File: src/rtl/blackjack_pkg.sv
// Shared blackjack datapath types: deck constants, shoe FSM states, the card
// record and the point-value rule also used by the score accumulators.
package blackjack_pkg;

    localparam int          DECK_SIZE = 52;
    localparam logic [15:0] LFSR_TAPS = 16'hB400;

    typedef enum logic [1:0] {
        ST_IDLE,
        ST_SHUFFLE,
        ST_CHECK
    } shoe_state_t;

    typedef struct packed {
        logic [3:0] rank;
        logic [1:0] suit;
        logic [3:0] point;
        logic       is_ace;
    } card_t;

    // Faces count 10, ace counts 1 (soft-ace handling lives in the accumulators).
    function automatic logic [3:0] point_of(input logic [3:0] rank);
        return (rank >= 4'd10) ? 4'd10 : rank;
    endfunction

    // Fold a 6-bit random value onto a deck index 0..51.
    function automatic logic [5:0] fold_index(input logic [5:0] raw);
        return (raw >= 6'(DECK_SIZE)) ? raw - 6'(DECK_SIZE) : raw;
    endfunction

endpackage

File: src/rtl/card_decode.sv
// Combinational deck index (0..51) to card record; suits are blocks of 13.
module card_decode
    import blackjack_pkg::*;
(
    input  logic [5:0] index,
    output card_t      card
);

    logic [1:0] suit;
    logic [5:0] base;
    logic [5:0] rank6;

    always_comb begin
        suit = 2'd0;
        base = 6'd0;
        if (index >= 6'd39) begin
            suit = 2'd3;
            base = 6'd39;
        end else if (index >= 6'd26) begin
            suit = 2'd2;
            base = 6'd26;
        end else if (index >= 6'd13) begin
            suit = 2'd1;
            base = 6'd13;
        end
        rank6       = index - base + 6'd1;
        card.rank   = rank6[3:0];
        card.suit   = suit;
        card.point  = point_of(rank6[3:0]);
        card.is_ace = (rank6 == 6'd1);
    end

endmodule

File: src/rtl/card_shoe.sv
// Deals cards without repeats: a free-running LFSR proposes an index and a
// used map walks forward past already-dealt cards.
module card_shoe
    import blackjack_pkg::*;
#(
    parameter logic [15:0] LFSR_SEED    = 16'hACE1,
    parameter int          RESHUFFLE_AT = 52
) (
    input  logic       clk,
    input  logic       reset,
    input  logic       req,
    input  logic       shuffle,
    output logic       card_valid,
    output logic [3:0] card_point,
    output logic [3:0] card_rank,
    output logic [1:0] card_suit,
    output logic       card_is_ace,
    output logic       busy,
    output logic [5:0] cards_left
);

    localparam logic [5:0] RESHUF_LIMIT = 6'(RESHUFFLE_AT);

    shoe_state_t state, state_nxt;
    logic [15:0] lfsr, lfsr_nxt;
    logic [51:0] used;
    logic [5:0]  cand;
    logic [5:0]  dealt;
    logic        pend, pend_nxt;
    logic        load_cand, step, take, do_shuffle;
    card_t       dec_card, card_q;

    card_decode u_decode (
        .index (cand),
        .card  (dec_card)
    );

    assign lfsr_nxt = {1'b0, lfsr[15:1]} ^ (lfsr[0] ? LFSR_TAPS : 16'h0000);

    always_comb begin
        state_nxt  = state;
        pend_nxt   = pend;
        load_cand  = 1'b0;
        step       = 1'b0;
        take       = 1'b0;
        do_shuffle = 1'b0;
        case (state)
            ST_IDLE: begin
                if (shuffle) begin
                    state_nxt = ST_SHUFFLE;
                    pend_nxt  = req;
                end else if (req && (dealt >= RESHUF_LIMIT || cards_left == 6'd0)) begin
                    state_nxt = ST_SHUFFLE;
                    pend_nxt  = 1'b1;
                end else if (req) begin
                    load_cand = 1'b1;
                    state_nxt = ST_CHECK;
                end
            end
            ST_SHUFFLE: begin
                do_shuffle = 1'b1;
                if (pend) begin
                    pend_nxt  = 1'b0;
                    load_cand = 1'b1;
                    state_nxt = ST_CHECK;
                end else begin
                    state_nxt = ST_IDLE;
                end
            end
            ST_CHECK: begin
                if (used[cand]) begin
                    step = 1'b1;
                end else begin
                    take      = 1'b1;
                    state_nxt = ST_IDLE;
                end
            end
            default: state_nxt = ST_IDLE;
        endcase
    end

    always_ff @(posedge clk) begin
        if (reset) begin
            state      <= ST_IDLE;
            lfsr       <= LFSR_SEED;
            used       <= '0;
            cand       <= 6'd0;
            dealt      <= 6'd0;
            pend       <= 1'b0;
            cards_left <= 6'(DECK_SIZE);
            card_valid <= 1'b0;
            card_q     <= '0;
        end else begin
            state      <= state_nxt;
            lfsr       <= lfsr_nxt;
            pend       <= pend_nxt;
            card_valid <= take;
            if (load_cand)
                cand <= fold_index(lfsr[5:0]);
            else if (step)
                cand <= (cand == 6'd51) ? 6'd0 : cand + 6'd1;
            if (do_shuffle) begin
                used       <= '0;
                cards_left <= 6'(DECK_SIZE);
                dealt      <= 6'd0;
            end
            if (take) begin
                used[cand] <= 1'b1;
                cards_left <= cards_left - 6'd1;
                dealt      <= dealt + 6'd1;
                card_q     <= dec_card;
            end
        end
    end

    assign busy        = (state != ST_IDLE);
    assign card_point  = card_q.point;
    assign card_rank   = card_q.rank;
    assign card_suit   = card_q.suit;
    assign card_is_ace = card_q.is_ace;

endmodule

File: config.mk
export PLATFORM = sky130hd
export DESIGN_NAME = card_shoe
export DESIGN_NICKNAME = d
export VERILOG_FILES = /design/src/rtl/blackjack_pkg.sv /design/src/rtl/card_decode.sv /design/src/rtl/card_shoe.sv
export SDC_FILE = /design/constraint.sdc
export NUM_CORES = 1
export LEC_CHECK = 0
export ABC_AREA = 1
export CAP_MARGIN = 20
export CORE_MARGIN = 2
export CORE_UTILIZATION = 25
export DETAILED_ROUTE_END_ITERATION = 8
export SKIP_LAST_GASP = 1
export SLEW_MARGIN = 20
export SYNTH_ARGS = -nofsm -noshare
export SYNTH_HDL_FRONTEND = slang
export SYNTH_SLANG_ARGS = --single-unit
File: constraint.sdc
create_clock -name clk -period 4.1 [get_ports clk]
set_clock_uncertainty 0.2 [all_clocks]
set_input_delay 1.025 -clock clk [delete_from_list [all_inputs] [get_ports clk]]
set_output_delay 1.025 -clock clk [all_outputs]
set_load 0.03 [all_outputs]
==> flow_summary.yaml <==
sta:
  maxSlewViolCount: 0
  holdWs_ps: 212.6
  hold_violations: 0
  max_freq_mhz: 287.9
  period_minus_slack_ps: 3473
  totalNegativeSetupSlack_ps: 0
  worst-slew-pin-transition_ps: 748.2
  rsz0062_at_grt: "no"
  setup_violations: 0
  period_share: 0.8472
  slew_headroom: 0.5007
synthesis:
  syn_nets: 734
  syn_area_mm2: 0.005006
  synth_cell_type_count: 34
  netlist_instances: 711
  syn_avg_cell_area_um2: 7.041
  seq_area_frac_synth: 0.4039
  ys_ff_latch: 101
  yosysWarningCount: 0
floorplanning:
  die-area_mm2: 0.02117
  fp.dieW_um: 145.5
  row_count: 51
  pin_count: 23
  core_area_mm2: 0.01953
  fp.dieH_um: 145.5
  initial_core_util: 0.2564
global_routing:
  grt_max_degree: 43
  grt_pass1_wl_mm: 21.34
  grt_pass1_vias: 4380
  antenna_found_initial: 0
  gr-total-overflow: 0
  track_usage: 0.1215
clock_tree:
  ctsHoldBuffers: 0
  clock-sinks: 101
  cts-root-buf: "clkbuf_16"
  cts_tree: "built"
  post_cts_resized: 0
  clkLatencyLatePin_ps: 360
  cts_made_buffers: 9
  cts_setup_buffers: 0
  cts.path.max_buffers: 2
  htreeDepth: 3
  path_clk_slew_ps: 70
layout:
  stdcell_count: 994
  final.fill_count: 2159
  drive_above_1_share: 0.06310
  fin_nets: 747
  area_growth_pct: 15.15
  diodes: 0
pwr:
  peakVddDrop_mv: 0.1625
  power.total_mw: 2.144
  power_density_mw_per_mm2: 371.9
  p_leak_nw: 2.458
setup_path:
  worstSetupPathType: "reg2reg"
  critPathArrivalTime_ps: 3560
  critPathLaunchType: "flop"
  crit_path_end_kind: "flop"
  cp_max_fo: 7
  crit_required_ps: 4180
place:
  io_buffers: 22
  dp.cells: 978
  hpwl_mm: 8.284
  gp_congestion: 0.8505
routing:
  vias: 4469
  wl_per_cell_um: 12.29
  ant_nets: 0
  via_per_inst: 4.496
  drt_pass1_iterations: 4
  wl_mm: 12.22
  remaining_drc_errors: 0
  drtIter0Drc: 301
outcome:
  status: "complete, no violations"
flow_run:
  drv_cap: 0
worst_hold_path:
  hold_class: "reg2reg"
[cell families after synthesis]
group / share of synthesized area
adder cells (fa/ha/maj): 0.04899
flip-flops: 0.4039
AND/OR/NAND/NOR: 0.3097
XOR/XNOR: 0.02274
AO/OA/AOI/OAI: 0.1055
buffers and inverters: 0.1092
[cells in the mapped netlist]
cell	number	share of area
inv_1	96	0.072
buf_2	7	0.0070
nor3_2	1	0.0020
nor2_2	9	0.011
a31oi_1	3	0.0037
o21ai_0	33	0.033
nand4_1	2	0.0025
or2_1	1	0.0013
o21ai_1	20	0.020
nand2_2	1	0.0013
a21oi_1	30	0.030
o21bai_1	1	0.0015
nor2_4	1	0.0022
o31ai_1	1	0.0015
nand3_1	125	0.12
inv_6	1	0.0017
or2_2	6	0.0075
buf_4	5	0.0075
o221ai_1	1	0.0017
xnor2_1	7	0.012
nor3_1	2	0.0020
buf_6	4	0.0090
clkinv_1	1	0.00075
clkbuf_1	15	0.011
o211ai_1	6	0.0090
ha_1	18	0.045
nor2_1	36	0.027
nand3_4	1	0.0035
fa_1	1	0.0040
dfxtp_1	101	0.40
nand2_1	164	0.12
o22ai_1	4	0.0050
and2_1	1	0.0013
xor2_1	6	0.010
[cells in the final DEF (no fill, tap or decap), drive strengths merged, types with 2 or more instances in the layout]
cell type / instances
buf: 11
or2: 7
xnor2: 7
ha: 18
a21oi: 30
o21ai: 53
xor2: 6
o22ai: 4
nor2: 46
o211ai: 6
dfxtp: 101
clkinv: 2
nor3: 3
clkbuf: 10
a31oi: 3
clkdlybuf4s50: 22
nand2: 165
inv: 100
nand3: 126
nand4: 2
[final cells by class]
class | instances | area [um^2] | area share
Clock buffer | 10 | 229.0 | 0.03972
Clock inverter | 6 | 68.82 | 0.01194
Inverter | 98 | 372.9 | 0.06468
Sequential cell | 101 | 2022 | 0.3508
Timing Repair Buffer | 33 | 302.8 | 0.05253
Multi-Input combinational cell | 481 | 2437 | 0.4228
Tap cell | 265 | 331.6 | 0.05752
[power by group]
group	leakage (nW)	switching (mW)	internal (mW)
Combinational	1.49	0.178	0.0817
Clock	0.144	0.387	0.479
Sequential	0.819	0.0156	1.00
[worst max-delay path, stage by stage (launching register included)]
cell	delay, ps
dfxtp_1	450
inv_1	170
nor2_2	300
inv_1	130
o221ai_1	320
nand2_1	130
nand2_1	130
ha_1	160
ha_1	160
inv_1	50
fa_1	470
inv_1	60
o21ai_0	200
nand2_1	60
or2_2	290
a21oi_1	120
[metal layers]
layer | wire length (um) | GRT usage | part of all wire
met1 | 6049 | 0.1628 | 0.50
met2 | 5489 | 0.1941 | 0.45
met3 | 530 | 0.03135 | 0.043
met4 | 152 | 0.03333 | 0.012
met5 | 0 | 0 | 0
[final timing paths]
check             startpoint       endpoint  slack, ps  cells past startpoint
setup / recovery     cand[1]  card_point[0]        630                     15
hold / removal      lfsr[12]       lfsr[11]        210                      1
setup reg to reg     cand[1]  card_point[0]        630                     15
hold reg to reg     lfsr[12]       lfsr[11]        210                      1
[state kept, by name, indices dropped and copies added, names as in the netlist, 2 cells and up]
register    count
state           2
card_rank       4
used           52
cards_left      6
lfsr           16
card_point      4
cand            6
dealt           6
card_suit       2
[metrics by stage]
step	instance area [um^2]	util	worst slack, ps
3_5_place_dp	5466	0.2800	672.3
3_3_place_gp	5466	0.2800	821.3
4_1_cts	5764	0.2952	647.6
6_report	5764	0.2952	626.6
2_1_floorplan	5006	-	1098
5_1_grt	5764	0.2952	260.3
(Power assumes the default switching activity.)
